$ cat config.mk
export PLATFORM = sky130hd
export DESIGN_NAME = regfile_write_arbiter
export DESIGN_NICKNAME = d
export VERILOG_FILES = /design/src/rtl/regfile_pkg.sv /design/src/rtl/regfile_addr_decoder.sv /design/src/rtl/regfile_write_arbiter.sv
export SDC_FILE = /design/constraint.sdc
export NUM_CORES = 1
export LEC_CHECK = 0
export BUFFER_PORTS_ARGS = -buffer_cell sky130_fd_sc_hd__buf_2
export CAP_MARGIN = 20
export CORE_UTILIZATION = 48
export CTS_CLUSTER_SIZE = 24
export DETAILED_ROUTE_END_ITERATION = 8
export HOLD_SLACK_MARGIN = 0.06
export PLACE_DENSITY = 0.84
export SETUP_SLACK_MARGIN = 0.02
export SLEW_MARGIN = 10
export SYNTH_ARGS = -nofsm -noshare
export SYNTH_HDL_FRONTEND = slang
export SYNTH_HIERARCHICAL = 1
export SYNTH_SLANG_ARGS = --single-unit
$ cat constraint.sdc
create_clock -name clk -period 4.2 [get_ports clk]
set_input_delay 0.42 -clock clk [delete_from_list [all_inputs] [get_ports clk]]
set_output_delay 0.42 -clock clk [all_outputs]
set_load 0.05 [all_outputs]
$ cat src/rtl/regfile_pkg.sv
// rtl/regfile_pkg.sv - shared constants and types for the register-bank write arbiter
package regfile_pkg;

    localparam int DATA_W = 32;
    localparam int NREG   = 8;
    localparam int AW     = 3;

    typedef enum logic {
        ST_IDLE  = 1'b0,
        ST_CLEAR = 1'b1
    } state_t;

    typedef enum logic {
        REQ0 = 1'b0,
        REQ1 = 1'b1
    } req_id_t;

endpackage

$ cat src/rtl/regfile_addr_decoder.sv
// rtl/regfile_addr_decoder.sv - AW-bit register index to NREG-bit one-hot enable
//
// Ports:
//   i_addr    register index 0..NREG-1
//   o_onehot  one-hot enable, bit i_addr set
module regfile_addr_decoder
    import regfile_pkg::*;
(
    input  logic [AW-1:0]   i_addr,
    output logic [NREG-1:0] o_onehot
);

    always_comb begin
        o_onehot         = '0;
        o_onehot[i_addr] = 1'b1;
    end

endmodule

$ cat src/rtl/regfile_write_arbiter.sv
// rtl/regfile_write_arbiter.sv - two-requester round-robin write port arbiter with clear sequencer
//
// Ports:
//   clk, reset_n            clock (rising edge), asynchronous active-low reset
//   i_req0/i_addr0/i_data0  requester 0 write request (held until o_ack0)
//   o_ack0                  one-cycle pulse, requester 0 write issued this cycle
//   i_req1/i_addr1/i_data1  requester 1 write request (held until o_ack1)
//   o_ack1                  one-cycle pulse, requester 1 write issued this cycle
//   i_clr_start             pulse, starts the 8-cycle clear sequence
//   o_clr_busy              high while clear writes are issued
//   o_clr_done              one-cycle pulse on the last clear write
//   o_wr_en                 one-hot register enable to the bank (zero = no write)
//   o_wr_data               write data to the bank
module regfile_write_arbiter
    import regfile_pkg::*;
(
    input  logic              clk,
    input  logic              reset_n,
    input  logic              i_req0,
    input  logic [AW-1:0]     i_addr0,
    input  logic [DATA_W-1:0] i_data0,
    output logic              o_ack0,
    input  logic              i_req1,
    input  logic [AW-1:0]     i_addr1,
    input  logic [DATA_W-1:0] i_data1,
    output logic              o_ack1,
    input  logic              i_clr_start,
    output logic              o_clr_busy,
    output logic              o_clr_done,
    output logic [NREG-1:0]   o_wr_en,
    output logic [DATA_W-1:0] o_wr_data
);

    state_t            r_state;
    logic [AW-1:0]     r_cnt;
    req_id_t           r_last;
    logic [NREG-1:0]   r_wr_en;
    logic [DATA_W-1:0] r_wr_data;
    logic              r_ack0;
    logic              r_ack1;
    logic              r_clr_busy;
    logic              r_clr_done;

    state_t            w_nxt_state;
    logic [AW-1:0]     w_nxt_cnt;
    req_id_t           w_nxt_last;
    logic [NREG-1:0]   w_nxt_wr_en;
    logic [DATA_W-1:0] w_nxt_wr_data;
    logic              w_nxt_ack0;
    logic              w_nxt_ack1;
    logic              w_nxt_clr_busy;
    logic              w_nxt_clr_done;

    // A requester whose ack is currently high is still presenting the data
    // that was just written; masking it avoids writing the same data twice.
    logic w_elig0;
    logic w_elig1;
    logic w_grant0;
    logic w_grant1;

    assign w_elig0  = i_req0 & ~r_ack0;
    assign w_elig1  = i_req1 & ~r_ack1;
    assign w_grant0 = w_elig0 & (~w_elig1 | (r_last == REQ1));
    assign w_grant1 = w_elig1 & (~w_elig0 | (r_last == REQ0));

    // Single decoder shared between the clear counter and the grant address.
    logic [AW-1:0]   w_dec_addr;
    logic [NREG-1:0] w_dec_onehot;

    assign w_dec_addr = (r_state == ST_CLEAR) ? r_cnt
                      : (w_grant1 ? i_addr1 : i_addr0);

    regfile_addr_decoder u_dec (
        .i_addr   (w_dec_addr),
        .o_onehot (w_dec_onehot)
    );

    always_ff @(posedge clk or negedge reset_n) begin
        if (!reset_n) begin
            r_state    <= ST_IDLE;
            r_cnt      <= '0;
            r_last     <= REQ1;
            r_wr_en    <= '0;
            r_wr_data  <= '0;
            r_ack0     <= 1'b0;
            r_ack1     <= 1'b0;
            r_clr_busy <= 1'b0;
            r_clr_done <= 1'b0;
        end else begin
            r_state    <= w_nxt_state;
            r_cnt      <= w_nxt_cnt;
            r_last     <= w_nxt_last;
            r_wr_en    <= w_nxt_wr_en;
            r_wr_data  <= w_nxt_wr_data;
            r_ack0     <= w_nxt_ack0;
            r_ack1     <= w_nxt_ack1;
            r_clr_busy <= w_nxt_clr_busy;
            r_clr_done <= w_nxt_clr_done;
        end
    end

    always_comb begin
        w_nxt_state    = r_state;
        w_nxt_cnt      = r_cnt;
        w_nxt_last     = r_last;
        w_nxt_wr_en    = '0;
        w_nxt_wr_data  = r_wr_data;
        w_nxt_ack0     = 1'b0;
        w_nxt_ack1     = 1'b0;
        w_nxt_clr_busy = 1'b0;
        w_nxt_clr_done = 1'b0;

        case (r_state)
            ST_IDLE: begin
                if (i_clr_start) begin
                    // Clear takes precedence; pending requests wait it out.
                    w_nxt_state = ST_CLEAR;
                    w_nxt_cnt   = '0;
                end else if (w_grant0) begin
                    w_nxt_wr_en   = w_dec_onehot;
                    w_nxt_wr_data = i_data0;
                    w_nxt_ack0    = 1'b1;
                    w_nxt_last    = REQ0;
                end else if (w_grant1) begin
                    w_nxt_wr_en   = w_dec_onehot;
                    w_nxt_wr_data = i_data1;
                    w_nxt_ack1    = 1'b1;
                    w_nxt_last    = REQ1;
                end
            end

            ST_CLEAR: begin
                w_nxt_wr_en    = w_dec_onehot;
                w_nxt_wr_data  = '0;
                w_nxt_clr_busy = 1'b1;
                w_nxt_cnt      = r_cnt + 1'b1;
                if (r_cnt == AW'(NREG - 1)) begin
                    w_nxt_clr_done = 1'b1;
                    w_nxt_state    = ST_IDLE;
                end
            end

            default: w_nxt_state = ST_IDLE;
        endcase
    end

    assign o_wr_en    = r_wr_en;
    assign o_wr_data  = r_wr_data;
    assign o_ack0     = r_ack0;
    assign o_ack1     = r_ack1;
    assign o_clr_busy = r_clr_busy;
    assign o_clr_done = r_clr_done;

endmodule

* Word level (Yosys, flattened, before mapping) *
Index checks and enable logic that the tools add are counted.

operators by class
  add/sub/neg operators = 1
  multiply operators = 0
  divide/modulo/power cells = 0
  order comparisons = 2
  eq/ne operators = 4
  shift operators = 0
  muxes and demuxes = 29
  bitwise logic cells = 13
  reduce and logical (&&, ||, !) cells = 4

operators with widths
  cell                                                         number
  2-to-1 mux 32 bit                                            3
  case mux 32 bit (2 select lines)                             1
  2-to-1 mux 8 bit                                             3
  case mux 8 bit (2 select lines)                              1
  2-to-1 mux 1 bit                                             15
  2-to-1 mux 3 bit                                             3
  NOT 1 bit                                                    7
  case mux 3 bit (2 select lines)                              1
  bitwise AND 1 bit                                            4
  less-than comparator 3 x 4 -> 1 bit (second input constant)  1
  inequality test 2 bit (second input constant)                2
  adder 3 x 1 -> 3 bit (second input constant)                 1
  demux 1 bit (select 3 bit)                                   1
  == test 3 bit (second input constant)                        1
  >= comparator 3 x 1 -> 1 bit (second input constant)         1
  inequality test 3 bit (second input constant)                1
  AND reduction 3 bit                                          1
  OR 1 bit                                                     2
  case mux 1 bit (2 select lines)                              1
  AND reduction 2 bit                                          1
  nonzero test 2 bit                                           1
  logical AND 1 bit                                            1

word-level totals
  bits in registers = 49
  latch bits = 0
  memory bits (writable) = 0
  ROM bits = 0
  output and inout port bits = 44
  logic and storage cells = 62
  memories = 0

* Logic depth before layout (Yosys ltp) *
Gate-level depths: netlist of the first run.

  word-level depth = 15
  mapped depth = 6

* Hierarchy *
Netlist of the first run, hierarchy kept.

by module, submodules not included
  module                 instances  cells each  area an instance (µm²)  seq. area each (µm²)
  regfile_write_arbiter  1          164         2205.9                  1227.4
  regfile_addr_decoder   1          8           65.1                    0.0

* Worst setup path before layout of the first run *
OpenSTA, ideal clock, no wires.

  path kind = flip-flop to flip-flop
  start point = register r_ack1, in the netlist o_ack1
  end point = register r_wr_en[3], in the netlist o_wr_en[3]
  setup time = 0.122 ns
  data arrival time = 1.839 ns
  slack = 2.240 ns
  cell stages (with the launch flop) = 7
  buffers on the path = 0
  period minus slack after synthesis = 1.960 ns
  cells stage by stage = dfrtp_1 nand2b_4 a21o_1 mux2i_1 o21ai_0 and3b_2 nor2b_1

on the way
  cells in the longest elaborated chain, start to end = 13
  elaborated cells between the ends (all ways) = 17
  classes of those cells = order compare (2); mux (8); bitwise (6); reduce/logical (1)

ends and longest elaborated chain
  what                                                                                                              RTL line                      RTL
  from (decl)                                                                                                       regfile_write_arbiter.sv:40   logic r_ack1;
  from (signal assigned)                                                                                            regfile_write_arbiter.sv:96   r_ack1 <= w_nxt_ack1;
  NOT 1 bit *                                                                                                       regfile_write_arbiter.sv:62   assign w_elig1 = i_req1 & ~r_ack1;
  bitwise AND 1 bit *                                                                                               regfile_write_arbiter.sv:62
  bitwise AND 1 bit *                                                                                               regfile_write_arbiter.sv:64   assign w_grant1 = w_elig1 & (~w_elig0 | (r_last == REQ0));
  2-to-1 mux 3 bit *                                                                                                regfile_write_arbiter.sv:71   : (w_grant1 ? i_addr1 : i_addr0);
  2-to-1 mux 3 bit *                                                                                                regfile_write_arbiter.sv:70   assign w_dec_addr = (r_state == ST_CLEAR) ? r_cnt
  net w_dec_addr[2]                                                                                                 regfile_write_arbiter.sv:67   logic [AW-1:0] w_dec_addr;
  less-than comparator 3 x 4 -> 1 bit (not written as such) / >= comparator 3 x 1 -> 1 bit (equally long branches)  regfile_addr_decoder.sv:15    o_onehot[i_addr] = 1'b1;
  logical AND 1 bit (not written as such)                                                                           regfile_addr_decoder.sv:15
  2-to-1 mux 1 bit (not written as such)                                                                            regfile_addr_decoder.sv:15
  demux 1 bit (select 3 bit) *                                                                                      n/a
  net w_dec_onehot[3]                                                                                               regfile_write_arbiter.sv:68   logic [NREG-1:0] w_dec_onehot;
  2-to-1 mux 8 bit                                                                                                  regfile_write_arbiter.sv:124  end else if (w_grant1) begin
  2-to-1 mux 8 bit                                                                                                  regfile_write_arbiter.sv:119  end else if (w_grant0) begin
  2-to-1 mux 8 bit                                                                                                  regfile_write_arbiter.sv:115  if (i_clr_start) begin
  case mux 8 bit (2 select lines) *                                                                                 regfile_write_arbiter.sv:113  case (r_state)
  net w_nxt_wr_en[3]                                                                                                regfile_write_arbiter.sv:47   logic [NREG-1:0] w_nxt_wr_en;
  to (signal assigned)                                                                                              regfile_write_arbiter.sv:93   r_wr_en <= w_nxt_wr_en;
  to (decl)                                                                                                         regfile_write_arbiter.sv:37   logic [NREG-1:0] r_wr_en;

The timed path passes the listed nets; every way through them passes the cells marked *.
A chain may end at the register's enable or synchronous reset.

* Worst setup path in the final report of the first run *
Same ends and word-level chain as after synthesis.

==> metrics list, run 1 <==
- The routed design could run at a clock period as short as 2040 ps.
- The number of max-slew violations in the final report came to 0.
- Combined area of the multi-input logic cells: 942 um2
- Post-route cell area: 0.00297 mm2
* Grt total ovfl: 0
- The clock reaches the later pin of the worst-skew pair after 290 ps.
* PwrDens: 588 mW/mm2
* Complex-gate fraction of the synthesized area: 0.154
- At the worst endpoint, the arrival time is 2180 ps.
- The final reports fail on design-rule violations.
- After detailed routing, the total wire length is 5060 um.
- HPWL reported at the end of detailed placement: 3660 um
* Area share of the largest cell type after synthesis: 0.529
- The detail route stage leaves a number of antenna-violating nets equal to 0.
* Largest area contributor in the synthesized netlist: sky130_fd_sc_hd__dfrtp_1
* Cells traversed along the worst timing path: nand2b_4 -> a21o_1 -> mux2i_1 -> o21ai_0 -> and3b_2 -> nor2b_1
- In this run the tool buffered the top-level ports with 118 buffer cells.
- Placed cell areas: 0.00283 mm2
* Post-CTS Repair Setup Buffers: 0
- The number of hold violations in the final report was 0.
- The die is 70.8 um tall.
- The initial utilization of the core area, before any placement, comes to 0.511.
- Kind of start point of the critical path: flip-flop
- RSZ-0062 raised after global routing: false
* Drt wl/cell: 14.9 um
* Number of warnings reported in the yosys synthesis log: 6
* Total of fill cells in the finished design: 352
- Share of the clock period used by the worst path: 0.485
- In the global route stage, overall resource usage came out at 0.211.
- TritonCTS Sinks: 49
* Number of placed instances with taps included: 330
- Simple-gate portion of the synthesized area: 0.0920
* # resized after CTS: 0
* Hold-fix buffer count after cts: 0
- Of the total power, registers draw 0.367.
- The tool flagged a number of max-cap violations equal to 0.
- The first global-routing pass estimated 8230 um of wire.
- For this design the top-level I/O count stands at 119.
- Worst slew margin relative to its limit: 0.301
- For the pin with the worst max-slew slack, the measured transition is 1050 ps.
* Pin count of the biggest net entering global routing: 50
- The critical path is of the flip-flop to flip-flop type.
- The floorplan step set the die width to 70.8 um.
- Summed over all nets, the switching power comes to 0.725 mW.
* Clock-pin slew reported for the worst setup and hold paths after clock tree synthesis: 80 ps
* TritonCTS clock tree: built
- Switching part of the total: 0.416
- Adder-Cell Fraction of Synth Area: 0.0110
* Delay of the slowest critical-path stage: 610 ps
* Combined area of all synthesized cells: 0.00227 mm2
- Portion of total power attributed to the clock network: 0.193
- Summed over all cells, the static leakage comes to 1.62 nW.
* CORE AREA: 0.00444 mm2
- Fraction of layout cells with a size suffix above 1: 0.474
* Number of nets at the end of the flow: 363
- Status: finished, violations left
- The first routing iteration left 77 violations.
- Diode insertion count for antenna repair: 0
- The first detailed-routing pass took 6 iterations.
* Overall die area: 0.00501 mm2
- Kind of end point of the critical path: flip-flop
- Synthesized flop and latch total: 49
- Logic pwr share: 0.441
- Measured against the total synthesized area, the mux share comes to 0.154.
- Setup violations remaining at the end of the flow were counted as 0.
- Using the TritonRoute via totals, the vias-per-cell ratio works out to 5.20.
* Maximum ir drop on the vdd rail: 0.402 mV
* Synth top area cells: sky130_fd_sc_hd__dfrtp_1 53%, sky130_fd_sc_hd__mux2i_1 15%, sky130_fd_sc_hd__o2bb2ai_1 12%, sky130_fd_sc_hd__buf_12 2.6%, sky130_fd_sc_hd__nor2b_1 2.5%
* Cell row count: 24
* Number of vias after detailed routing: 1763
- Excluding fillers, the count of instances in the completed layout stands at 339.
* Kind of path behind the tightest hold check: input pin to asynchronous set/reset pin
* Highest fanout seen on the critical path: 8
- The number of antenna violations at the first check in global routing was 0.
- Setup Total Neg Slack: 0 ps
- Layout Area Growth over Synthesis: 30.6%
- Setup Skew: 3.76 ps
- The H-tree was split into 2 levels.
* Cell at the root of the clock tree: sky130_fd_sc_hd__clkbuf_8
- Routability-driven placement finished with a final weighted congestion of 0.717.
- The sequential cells in the finished layout cover a total of 0.00123 mm2.
- The design draws 1.74 mW.
- Synthesized instance count: 172
- Remaining routing DRC violations: 26
- Achievable frequency: 491 MHz
* Final Core Density: 0.667
- Maximum count of clock buffers along a single path: 2
* Count of unique library cells instantiated by Yosys: 28
- Fraction of the yosys area taken by sequential cells: 0.540
- After synthesis, the largest family of logic cells by area is multiplexers.
- The internal power of the cells totals 1.02 mW.
* Number of clock buffers inserted by TritonCTS: 5
- Of the total synthesized cell area, the portion taken by XOR and XNOR cells is 0.
- Synthesized area divided by synthesized cell count: 13.2 um2
* Slowest CP cell: sky130_fd_sc_hd__o21ai_0
* Synth Net Count: 249
* Required time at the endpoint of the critical path: 4340 ps
- Vias in the first global route: 1720
[final cells by class]
class                   instances  share of cell area
flip-flops and latches         49               0.414
multi-input cells             110               0.318
repair buffers                119               0.206
clock buffers                   7              0.0291
well taps                      52              0.0219
clock inverters                 1              0.0101
inverters                       1             0.00127
[path summary, 6_finish.rpt]
check,depth (start not counted),to,slack (ps),start
worst max-delay path,6,o_wr_en[3]$_DFF_PN0_,2160,o_ack1$_DFF_PN0_
worst min-delay path,1,o_wr_en[7]$_DFF_PN0_,70,reset_n
worst max register to register,6,o_wr_en[3]$_DFF_PN0_,2160,o_ack1$_DFF_PN0_
worst min register to register,1,o_wr_data[25]$_DFFE_PN0P_,490,o_wr_data[25]$_DFFE_PN0P_
max in group asynchronous,2,r_last$_DFFE_PN1P_,3560,reset_n
min in group clk,2,o_ack1$_DFF_PN0_,330,i_clr_start
[layer usage]
metal  vias to the layer above  global-route usage  wire (um)
met5                         -                   0          0
met4                         0              0.0600         38
met3                         5              0.0527        389
met2                        75               0.349       2440
met1                       821               0.279       2200
li1                        862                   -          -
[logic make-up (layout without fill, tap and decap cells)]
family | Yosys count | in the layout
mux | 35 | 35
buf+inv | 13 | 128
flops | 49 | 49
compound gates | 42 | 42
fa+ha+maj | 2 | 2
simple gates | 31 | 31
[worst max-delay path: cells and delay by family, from the launching register on]
kind | cells | cell delay [ps]
AOI/OAI and AO/OA | 2 | 820
muxes | 1 | 130
and+or+nand+nor | 3 | 550
DFF | 1 | 380
[stage by stage]
| step | hold slack [ps] | worst slack [ps] |
|---|---|---|
| floorplan | 124 | 2240 |
| global placement | 468 | 2020 |
| detailed placement | 469 | 2020 |
| CTS | 320 | 2170 |
| global route | 80.5 | 1950 |
| finish | 67.0 | 2160 |
[placed cells by master, fill, tap and decap left out]
| master | count |
|---|---|
| sky130_fd_sc_hd__nor2_1 | 1 |
| sky130_fd_sc_hd__nor3b_1 | 3 |
| sky130_fd_sc_hd__clkbuf_1 | 1 |
| sky130_fd_sc_hd__nor2b_1 | 9 |
| sky130_fd_sc_hd__nor3_1 | 5 |
| sky130_fd_sc_hd__mux2i_1 | 35 |
| sky130_fd_sc_hd__dfstp_2 | 1 |
| sky130_fd_sc_hd__o2bb2ai_1 | 32 |
| sky130_fd_sc_hd__a22o_1 | 2 |
| sky130_fd_sc_hd__a21oi_1 | 2 |
| sky130_fd_sc_hd__a21oi_4 | 1 |
| sky130_fd_sc_hd__nor2b_4 | 1 |
| sky130_fd_sc_hd__ha_1 | 2 |
| sky130_fd_sc_hd__dfrtp_1 | 48 |
| sky130_fd_sc_hd__clkbuf_8 | 6 |
| sky130_fd_sc_hd__nand2_1 | 3 |
| sky130_fd_sc_hd__a21o_1 | 2 |
| sky130_fd_sc_hd__nand2b_4 | 1 |
| sky130_fd_sc_hd__nand2b_1 | 1 |
| sky130_fd_sc_hd__and3_2 | 1 |
| sky130_fd_sc_hd__and3b_2 | 3 |
| sky130_fd_sc_hd__buf_2 | 118 |
| sky130_fd_sc_hd__o21a_2 | 1 |
| sky130_fd_sc_hd__and2_1 | 2 |
| sky130_fd_sc_hd__nor2_2 | 1 |
| sky130_fd_sc_hd__bufinv_16 | 1 |
| sky130_fd_sc_hd__inv_1 | 1 |
| sky130_fd_sc_hd__o21ai_0 | 2 |
| sky130_fd_sc_hd__buf_12 | 1 |
[power by group through the flow]
| stage | clock, mW | sequential (mW) | combinational, mW |
|---|---|---|---|
| after CTS | 0.349 | 0.639 | 0.771 |
| after detailed placement | 0 | 0.646 | 0.771 |
| after global routing | 0.368 | 0.654 | 0.827 |
| after floorplan | 0 | 0.880 | 0.373 |
| final | 0.336 | 0.639 | 0.768 |
| after global placement | 0 | 0.643 | 0.754 |
[cells in the mapped netlist, drive strengths merged]
| master | n |
|---|---|
| a21o | 2 |
| dfrtp | 48 |
| ha | 2 |
| nor2 | 2 |
| inv | 1 |
| mux2i | 35 |
| o21ai | 2 |
| a21oi | 3 |
| nor2b | 10 |
| nand2b | 2 |
| and2 | 2 |
| buf | 8 |
| nor3b | 3 |
| dfstp | 1 |
| clkbuf | 4 |
| and3 | 1 |
| nor3 | 5 |
| and3b | 3 |
| o2bb2ai | 32 |
| a22o | 2 |
| o21a | 1 |
| nand2 | 3 |
[sequential cells by signal, indices dropped and copies added (netlist names)]
signal / flops
o_wr_en: 8
o_wr_data: 32
r_last: 1
o_clr_busy: 1
o_clr_done: 1
o_ack0: 1
r_cnt: 3
r_state: 1
o_ack1: 1
No activity file was read; power rests on OpenSTA's default activity.
==> run 2: changes to the inputs <==
--- a/config.mk
+++ b/config.mk
@@ -7,11 +7,11 @@
 export LEC_CHECK = 0
 export BUFFER_PORTS_ARGS = -buffer_cell sky130_fd_sc_hd__buf_2
 export CAP_MARGIN = 20
-export CORE_UTILIZATION = 48
+export CORE_UTILIZATION = 45
 export CTS_CLUSTER_SIZE = 24
 export DETAILED_ROUTE_END_ITERATION = 8
 export HOLD_SLACK_MARGIN = 0.06
-export PLACE_DENSITY = 0.84
+export PLACE_DENSITY = 0.8
 export SETUP_SLACK_MARGIN = 0.02
 export SLEW_MARGIN = 10
 export SYNTH_ARGS = -nofsm -noshare
==> constraint.sdc (replaced) <==
create_clock -name clk -period 2.1 [get_ports clk]
set_input_delay 0.21 -clock clk [delete_from_list [all_inputs] [get_ports clk]]
set_output_delay 0.21 -clock clk [all_outputs]
set_load 0.05 [all_outputs]
==> metrics list, run 2 (synthesis gave the netlist of run 1 again) <==
* Global Route met1 Usage: 0.239 (-0.0401)
- The data arrival time of the worst path was 1880 ps (-300 ps).
* Actual transition at the worst max-transition pin: 598 ps (-448 ps)
- The HPWL reported at the end of detailed placement is 3570 um (-2.5%).
* Commonest non-fill, non-tap cells in the layout: 118 x sky130_fd_sc_hd__buf_2, 48 x sky130_fd_sc_hd__dfrtp_1, 35 x sky130_fd_sc_hd__mux2i_1
- Setup repair after global routing left no endpoint under its margin.
- The maximum fanout along the worst path came to 8 (unchanged).
- Delay of the slowest critical-path stage: 560 ps (-50 ps)
* Largest delay share family, worst path: flip-flops
* Remaining routing DRC violations: 0 (-100%)
- Start point of the critical path: r_last$_DFFE_PN1P_
- Worst setup slack before clock tree synthesis: 387 ps (-1630 ps)
* Count of boundary I/O pins: 119 (unchanged)
* Storage element area: 0.00123 mm2 (unchanged)
- Critical path class: flip-flop to flip-flop
- Total global routing track utilization: 0.186 (-0.0257)
- The final design area excluding fillers was 0.00305 mm2 (+2.8%).
* Global Route met3 Usage: 0.0594 (+0.00669)
* Worst r2r src: r_last$_DFFE_PN1P_
* Commonest non-fill, non-tap cell in the layout: sky130_fd_sc_hd__buf_2
- The maximum clock skew at final layout was 9.27 ps (+5.51 ps).
* TritonCTS Sinks: 49 (unchanged)
- The depth of the CTS H-tree was 2 (unchanged).
- Fraction of layout cells with a size suffix above 1: 0.488 (+0.0143)
- The post-cts sizing count is 0 (unchanged).
- The total number of cells along the worst setup path was 6 (unchanged).
- The number of hold violations in the final report came to 0 (unchanged).
- Vias per cell: 4.82 (-7.3%)
* Grt total ovfl: 0 (unchanged)
- Combined area of the multi-input logic cells: 942 um2 (unchanged)
- Achievable frequency: 590 MHz (+20%)
* Vias in the first global route: 1562 (-9.2%)
* Layout Area Growth over Synthesis: 34.3%
- The routing usage on met2 was 0.289 (-0.0603).
* Routability congestion estimate: 0.727 (+1.4%)
* Crit path buffers/inverters: 1 (+1)
- Leakage power: 1.66 nW (+2.7%)
* Number of nets still failing antenna checks after routing: 0 (unchanged)
- Drt wl/cell: 13.3 um (-11%)
- The via count of the routed design was 1754 (-0.51%).
* Setup Total Neg Slack: 0 ps (unchanged)
- Starting Density: 0.475 (-0.0365)
- Clock-pin slew reported for the worst setup and hold paths after clock tree synthesis: 90 ps (about the same)
- The total detailed-routing wirelength is 4830 um (-4.6%).
* Cells traversed along the worst timing path: a21o_1 -> mux2i_1 -> o21ai_0 -> buf_4 -> and3_2 -> nor2b_1
- The count of endpoints failing setup in the final report was 0 (unchanged).
- The deepest clock path buffer count was 2 (unchanged).
- Cell at the root of the clock tree: sky130_fd_sc_hd__clkbuf_8
* Number of clock buffers inserted by TritonCTS: 5 (unchanged)
- STA classifies the critical path startpoint as a flip-flop.
- The standard cell core area was 0.00479 mm2 (+7.7%).
* Overall die area: 0.00533 mm2 (+6.5%)
- Clock Latency Late Sink: 300 ps (about the same)
- Max-slew violation count: 0 (unchanged)
- The maximum number of pins on one net before global-route repair came to 50 (unchanged).
- The number of violations reported at the end of detailed-routing iteration 0 came to 49 (-36%).
- Kind of path behind the tightest hold check: input pin to flip-flop
- The final critical-path setup slack is 406 ps (-1760 ps).
- The number of cells in the design after placement was 355 (+7.6%).
* Final std cells w/o fill: 364 (+7.4%)
- The minimum clock period after layout is 1690 ps (-344 ps).
* Status: completed
* Initial antenna violation count: 0 (unchanged)
* Grt peak-use layer: met2
* Horizontal die dimension: 73.0 um (+3.2%)
* Largest register FFs: 32 (unchanged)
* Total of buffers placed on input and output ports: 118 (unchanged)
- On the critical path, the stage with the largest delay is an instance of sky130_fd_sc_hd__dfstp_2.
- Number of nets at the end of the flow: 373 (+2.8%)
* Placed cell areas: 0.00292 mm2 (+3.3%)
- The worst path required time is 2290 ps (-2050 ps).
* First-pass GRT wire length: 7320 um (-11%)
* Cell depth of the worst flop-to-flop path: 6 (unchanged)
* Cell depth of the worst min-delay path: 2
* Cell row count: 25 (+4.2%)
* Vertical die dimension: 73.0 um (+3.2%)
- Total power: 3.58 mW (+110%)
* Worst slew margin relative to its limit: 0.601 (+0.300)
- TritonCTS built the clock tree.
- The setup fix buffers added after clock tree synthesis came to 0 (unchanged).
- The cell area power density was 1170 mW/mm2 (+100%).
* Number of max-cap violations: 0 (unchanged)
- Kind of end point of the critical path: flip-flop
* Number of detailed-route iterations in the first pass: 4 (-2)
* Share of the clock period used by the worst path: 0.807 (+0.321)
- Diode insertion count for antenna repair: 0 (unchanged)
- The worst hold path begins at i_clr_start.
* Maximum ir drop on the vdd rail: 0.901 mV (+120%)
* Total of fill cells in the finished design: 397 (+13%)
[run 2: repair_timing]
action	4_1_cts	5_1_grt
hold endpoints to repair	48	0
hold buffers	1	0
endpoints found under the setup margin	0	0
[run 2: cell type report]
type | instances | share of cell area
multi-input cells | 110 | 0.309
inverters | 1 | 0.00123
flip-flops and latches | 49 | 0.403
clock buffers | 7 | 0.0283
clock inverters | 1 | 0.00985
repair buffers | 129 | 0.222
well taps | 67 | 0.0275
[run 2: path summary, 6_finish.rpt]
check                                            end  slack (ps)
hold reg to reg            o_wr_data[21]$_DFFE_PN0P_         490
hold / removal                      o_ack1$_DFF_PN0_         100
max in group asynchronous   o_wr_data[7]$_DFFE_PN0P_        1160
min in group asynchronous       o_wr_en[2]$_DFF_PN0_         530
setup / recovery                o_wr_en[7]$_DFF_PN0_         410
setup reg to reg                o_wr_en[7]$_DFF_PN0_         410
[run 2: worst reg2reg max path: cells and delay by family (launching register included)]
kind            cells  cell delay [ps]
compound gates      2              310
flops               1              560
mux                 1              210
simple gates        2              320
buf+inv             1              180
[run 2: routing by layer]
layer,share of wire,routed length (um),up-vias
met5,0,0,-
met3,0.095,459,5
met2,0.43,2100,81
met1,0.46,2220,787
li1,-,-,881
met4,0.011,53,0
[run 2: per-stage QoR]
step	utilization	hold WS, ps
3_5_place_dp	0.611	348
5_1_grt	0.637	83.3
4_1_cts	0.637	87.4
2_1_floorplan	-	-85.6
3_3_place_gp	0.611	334
6_report	0.637	97.3
[run 2: power breakdown]
part | internal [mW] | switching, mW
clock | 0.388 | 0.301
sequential | 1.14 | 0.134
combinational | 0.581 | 1.03
